[src/rtl/sifh_hist_reader.sv]
// Histogram RAM readout: scans every bin of every pixel, reports the peak bin/count
// per pixel on a valid/ready stream, optionally zeroing each bin behind the read.
module sifh_hist_reader #(
   parameter int NB       = 8,
   parameter int PIXELS   = 4,
   parameter int COUNT_W  = 8,
   parameter int PIX_W    = 2,
   parameter int RAM_ADDR = 10
) (
   input  logic                i_clk,
   input  logic                i_res,
   input  logic                i_start,
   input  logic                i_clear_en,
   output logic                o_busy,
   output logic                o_done,
   output logic [RAM_ADDR-1:0] o_raddr,
   output logic                o_ren,
   input  logic [COUNT_W-1:0]  i_rdata,
   output logic [RAM_ADDR-1:0] o_waddr,
   output logic                o_wen,
   output logic [COUNT_W-1:0]  o_wdata,
   output logic                o_res_valid,
   input  logic                i_res_ready,
   output logic [PIX_W-1:0]    o_res_pixel,
   output logic [NB-1:0]       o_res_bin,
   output logic [COUNT_W-1:0]  o_res_count
);

   localparam logic [1:0] S_IDLE  = 2'd0;
   localparam logic [1:0] S_SCAN  = 2'd1;
   localparam logic [1:0] S_DRAIN = 2'd2;
   localparam logic [1:0] S_OUT   = 2'd3;

   localparam logic [NB-1:0]    BIN_LAST = '1;
   localparam logic [PIX_W-1:0] PIX_LAST = PIX_W'(PIXELS - 1);

   logic [1:0]          r_state;
   logic [PIX_W-1:0]    r_pix;
   logic [NB-1:0]       r_bin;
   logic                r_clr;
   logic                r_pvld;
   logic [RAM_ADDR-1:0] r_paddr;
   logic                r_first;
   logic [COUNT_W-1:0]  r_max_cnt;
   logic [NB-1:0]       r_max_bin;
   logic                r_busy;
   logic                r_done;
   logic                r_res_valid;
   logic [NB-1:0]       r_res_bin;
   logic [COUNT_W-1:0]  r_res_count;

   logic                w_take;
   logic [COUNT_W-1:0]  w_cnt;
   logic [NB-1:0]       w_mbin;

   // Strict compare keeps the lowest bin on ties; first sample of a pixel always loads.
   assign w_take = r_pvld && (r_first || (i_rdata > r_max_cnt));
   assign w_cnt  = w_take ? i_rdata : r_max_cnt;
   assign w_mbin = w_take ? r_paddr[NB-1:0] : r_max_bin;

   always_ff @(posedge i_clk) begin
      if (i_res) begin
         r_state     <= S_IDLE;
         r_pix       <= '0;
         r_bin       <= '0;
         r_clr       <= 1'b0;
         r_pvld      <= 1'b0;
         r_paddr     <= '0;
         r_first     <= 1'b0;
         r_max_cnt   <= '0;
         r_max_bin   <= '0;
         r_busy      <= 1'b0;
         r_done      <= 1'b0;
         r_res_valid <= 1'b0;
         r_res_bin   <= '0;
         r_res_count <= '0;
      end else begin
         r_done <= 1'b0;
         r_pvld <= (r_state == S_SCAN);
         if (r_state == S_SCAN) r_paddr <= {r_pix, r_bin};
         if (r_pvld) begin
            r_max_cnt <= w_cnt;
            r_max_bin <= w_mbin;
            r_first   <= 1'b0;
         end
         case (r_state)
            S_IDLE: begin
               // A start coinciding with the done pulse is dropped.
               if (i_start && !r_done) begin
                  r_clr   <= i_clear_en;
                  r_pix   <= '0;
                  r_bin   <= '0;
                  r_first <= 1'b1;
                  r_busy  <= 1'b1;
                  r_state <= S_SCAN;
               end
            end
            S_SCAN: begin
               r_bin <= r_bin + 1'b1;
               if (r_bin == BIN_LAST) r_state <= S_DRAIN;
            end
            S_DRAIN: begin
               r_res_valid <= 1'b1;
               r_res_bin   <= w_mbin;
               r_res_count <= w_cnt;
               r_state     <= S_OUT;
            end
            default: begin
               if (i_res_ready) begin
                  r_res_valid <= 1'b0;
                  if (r_pix == PIX_LAST) begin
                     r_busy  <= 1'b0;
                     r_done  <= 1'b1;
                     r_state <= S_IDLE;
                  end else begin
                     r_pix   <= r_pix + 1'b1;
                     r_bin   <= '0;
                     r_first <= 1'b1;
                     r_state <= S_SCAN;
                  end
               end
            end
         endcase
      end
   end

   assign o_ren       = (r_state == S_SCAN);
   assign o_raddr     = o_ren ? {r_pix, r_bin} : '0;
   // Clear write trails the read by one address, so it never collides with it.
   assign o_wen       = r_pvld && r_clr;
   assign o_waddr     = r_paddr;
   assign o_wdata     = '0;
   assign o_busy      = r_busy;
   assign o_done      = r_done;
   assign o_res_valid = r_res_valid;
   assign o_res_pixel = r_pix;
   assign o_res_bin   = r_res_bin;
   assign o_res_count = r_res_count;

endmodule

[config.mk]
export PLATFORM = sky130hd
export DESIGN_NAME = sifh_hist_reader
export DESIGN_NICKNAME = d
export VERILOG_FILES = /design/src/rtl/sifh_hist_reader.sv
export SDC_FILE = /design/constraint.sdc
export NUM_CORES = 1
export LEC_CHECK = 0
export ABC_AREA = 0
export CORE_AREA = 2 2 100 102
export CTS_CLUSTER_SIZE = 14
export DETAILED_ROUTE_END_ITERATION = 10
export DIE_AREA = 0 0 102 104
export GPL_TIMING_DRIVEN = 0
export HOLD_SLACK_MARGIN = 0.05
export PLACE_DENSITY = 0.59
export SYNTH_ARGS = -nofsm -noshare
export SYNTH_HDL_FRONTEND = slang
export SYNTH_SLANG_ARGS = --single-unit
[constraint.sdc]
create_clock -name i_clk -period 5.6 [get_ports i_clk]
set_clock_uncertainty 0.2 [all_clocks]
set_input_delay 1.68 -clock i_clk [delete_from_list [all_inputs] [get_ports i_clk]]
set_output_delay 1.68 -clock i_clk [all_outputs]
set_load 0.02 [all_outputs]
After elaboration in Yosys (flattened, before gate mapping)
Index checks and enable logic that the tools add are counted.
{ "word_totals": {"ff_bits": 60, "wordCells": 77, "output_inout_bits": 51} }
{ "classes": {"n_bitwise": 4, "mux": 28, "add_sub_neg": 2, "order_cmp": 1, "reduce_logical": 20, "eq_ne": 8} }
{ "op_table": {"columns": ["operator", "count"], "rows": [
  ["8-bit two-way mux", 5],
  ["8-bit case mux with 3 select lines", 1],
  ["2-bit two-way mux", 6],
  ["4-bit AND reduction", 3],
  ["1-bit two-way mux", 10],
  ["10-bit two-way mux", 1],
  ["8-bit by 1-bit adder with 8-bit output, second input constant", 1],
  ["8-bit == test, second input constant", 1],
  ["8-bit greater-than comparator", 1],
  ["1-bit case mux with 2 select lines", 3],
  ["2-bit case mux with 3 select lines", 1],
  ["2-bit nonzero test", 3],
  ["5-bit OR reduction", 1],
  ["2-bit == test, second input constant", 2],
  ["2-bit by 1-bit != test with 1-bit output, second input constant", 2],
  ["1-bit NOT", 4],
  ["2-bit case mux with 2 select lines", 1],
  ["2-bit AND reduction", 2],
  ["4-bit nonzero test", 1],
  ["2-bit OR reduction", 2],
  ["1-bit logical AND", 3],
  ["3-bit by 2-bit != test with 1-bit output, second input constant", 1],
  ["3-bit AND reduction", 1],
  ["3-bit nonzero test", 1],
  ["other kinds (6)", 6]
]} }

Longest topological paths before layout
{ "logic_depth": {"depth_word": 4, "mapped_depth": 9} }

Worst setup path after synthesis
No wires, ideal clock.
{ "synth_timing": {"path_kind": "reg-to-output", "start": "register r_state[0]", "end": "output o_raddr[4]", "path_slack_ps": 2247, "arrival_ps": 1473, "stages_incl_launch_ff": 5, "path_cell_list": "dfxtp_1 -> ha_1 -> inv_2 -> clkbuf_1 -> nor2_1"} }
{ "synth_between": {"elab_chain_cells": 2} }
{ "synth_lines": {"columns": ["item", "line_no", "text"], "rows": [
  ["start: declaration", "37", "logic [1:0] r_state;"],
  ["start signal: assignment", "63", "r_state <= S_IDLE;"],
  ["start signal: assignment", "95", "r_state <= S_SCAN;"],
  ["start signal: assignment", "100", "if (r_bin == BIN_LAST) r_state <= S_DRAIN;"],
  ["2-bit by 1-bit == test with 1-bit output", "127", "assign o_ren = (r_state == S_SCAN);"],
  ["named net o_ren", "17", "output logic o_ren,"],
  ["10-bit two-way mux", "128", "assign o_raddr = o_ren ? {r_pix, r_bin} : '0;"],
  ["end: declaration", "16", "output logic [RAM_ADDR-1:0] o_raddr,"]
]} }
The timed path passes the listed nets, and every way through them passes these cells.

Worst setup path in the final report
{ "layout_timing": {"start": "register r_state[0]", "end": "output o_raddr[1]"} }
{ "layout_between": {"elab_chain_cells": 2} }
{ "layout_lines": {"columns": ["item", "line_no"], "rows": [
  ["2-bit by 1-bit == test with 1-bit output", "127"],
  ["10-bit two-way mux", "128"]
]} }
Every way passes these cells.

==> results.tsv <==
metric	value	unit
irDropWorstVdd	0.166	mV
worst_slew_pin_slew	575	ps
post-route-period-util	77.6	%
globalRouteOverflowTotal	0	
cpMaxStageDelayCell	clkdlybuf4s50_1	
antenna_found_initial	0	
critPathMaxFanout	10	
detail_route.first_pass.iterations	4	
crit_type	reg2out	
netSwitchingPower	702	uW
synth.distinct_cells	43	
cts_max_level	3	
die_h	104	um
pwr-share-clk	25.4	%
seqPwrFrac	31.7	%
nets	498	
setup-violations-final	0	
antenna_cells	0	
cts.sink_count	60	
crit_arrival	2470	ps
worstSetupEndpointType	primary output	
gp_congestion	0.803	
combPwrFrac	43.0	%
route.antenna.remaining_nets	0	
drv_slew	0	
clockBufferDepth	2	
drv_cap	0	
final_cell_mix	60 x dfxtp_1, 54 x clkdlybuf4s50_1, 42 x a21oi_1, 42 x nand2_1, 38 x nor3_1	
syn_inst	399	
grt_usage	18.0	%
core	0.00955	mm2
run_status	finished clean	
grt_max_degree	11	
avgSynthCellArea	8.21	um2
ys.flop_type	dfxtp_1	
drc_errors	0	
p_sw_share	39.8	%
first_global_vias	3079	
numCtsBuffers	9	
io_buffer_count	54	
start_util	34.3	%
vias	3098	
vias_per_cell	5.10	
wl_per_cell	14.9	um
hold_violations	0	
slew_headroom	61.7	%
dp_hpwl	6750	um
num_io_pins	64	
hold_path.class	reg2reg	
max_stage_delay	620	ps
root_buffer	clkbuf_8	
ctsHoldBuffers	0	
die_x	102	um
cp_data_required_time	3720	ps
ys_async_sr_fraction	0	%
leakage	0.00147	uW
drt_iter0_drc	113	
area_growth	29.2	%
period_minus_slack	4350	ps
synth_area	0.00328	mm2
holdWs	257	ps
setup_tns	0	ps
yosysSeqAreaShare	36.7	%
ys_warn_count	0	
internal_power	1060	uW
synth-edff-count	0	
worstSkewPairLatency	350	ps
num_rows	36	
dieArea	0.0106	mm2
drive_above_1_share	8.42	%
routed_wl	9060	um
clkTransAtPathRegs	70	ps
power.density	417	mW/mm2
rsz0062_at_grt	false	
fmax	230	MHz
crit_chain	ha_1 > clkbuf_1 > and2_1 > clkdlybuf4s50_1	
postCtsSetupRepairBufs	0	
layout_commonest_cell	dfxtp_1	
cts_resized	0	
cts_tree	done	
synth_seq_cells	60	
startpoint_type	flip-flop	
grt_pass1_wl	15300	um
## layout make-up
cell class	instances	area, um2
fill	991	5320
multi-input combinational	295	1870
sequential	60	1200
timing repair buffer	54	541
buffer	37	181
tap	133	166
clock buffer	11	151
clock inverter	4	72.6
inverter	14	52.6
## cell usage after synthesis (all sizes together), types with 10 or more instances
master / n / area share, %
a21oi: 43 / 6.9
and2: 11 / 2.1
buf: 15 / 3.0
clkbuf: 22 / 2.5
dfxtp: 60 / 37
ha: 14 / 5.3
inv: 14 / 1.6
mux2i: 13 / 4.0
nand2: 43 / 5.2
nand2b: 10 / 1.9
nand3b: 19 / 4.4
nor2: 24 / 2.8
nor3: 38 / 5.8
o221ai: 16 / 4.3
## sequential cells by signal, indices dropped and copies added (netlist names), 2 cells and up
name         count
o_waddr         10
r_max_bin        8
r_state          2
o_res_count      8
o_res_pixel      2
r_bin            8
o_res_bin        8
r_max_cnt        8
## critical path, delay by kind of cell, from the launching register on
family / cells / cell delay, ps
adders and majority gates: 1 / 400
buffers and inverters: 2 / 990
DFF: 1 / 500
and+or+nand+nor: 1 / 240
## power by group through the flow
| stage | logic, uW | registers [uW] | clock network (uW) |
|---|---|---|---|
| after floorplan | 449 | 616 | 0 |
| after global placement | 750 | 566 | 0 |
| after detailed placement | 756 | 570 | 0 |
| after CTS | 759 | 560 | 457 |
| after global routing | 830 | 570 | 476 |
| final | 757 | 559 | 447 |
## stage by stage
| step | std cells | setup WS, ps | util, % | total power [uW] | area [um2] |
|---|---|---|---|---|---|
| floorplan | 406 | 2250 | - | 1060 | 3300 |
| global placement | 593 | 1530 | 42.0 | 1320 | 4010 |
| detailed placement | 593 | 1490 | 42.0 | 1330 | 4010 |
| CTS | 608 | 1230 | 44.3 | 1780 | 4230 |
| global route | 608 | 1110 | 44.3 | 1880 | 4230 |
| finish | 608 | 1250 | 44.3 | 1760 | 4230 |
## cell families after synthesis
kind of cell,count (synthesis),synth area share [%]
simple gates,165,25.9
compound gates,95,20.9
flops,60,36.7
buf+inv,51,7.14
fa+ha+maj,14,5.35
mux,13,3.97
other cells,1,0.114
## path summary, 6_finish.rpt
| kind | startpoint | to | slack [ps] | cells past startpoint |
|---|---|---|---|---|
| max reg2reg | r_state[0] | o_res_count[5] | 3200 | 7 |
| min reg2reg | r_max_bin[6] | r_max_bin[6] | 260 | 2 |
| max | r_state[0] | o_raddr[1] | 1250 | 4 |
| min | r_max_bin[6] | r_max_bin[6] | 260 | 2 |
## metal layers
layer	wire length, um	GRT usage, %
met1	4230	23.0
met2	4290	29.5
met3	402	4.84
met4	142	5.14
met5	0	0
(Power assumes the default switching activity.)
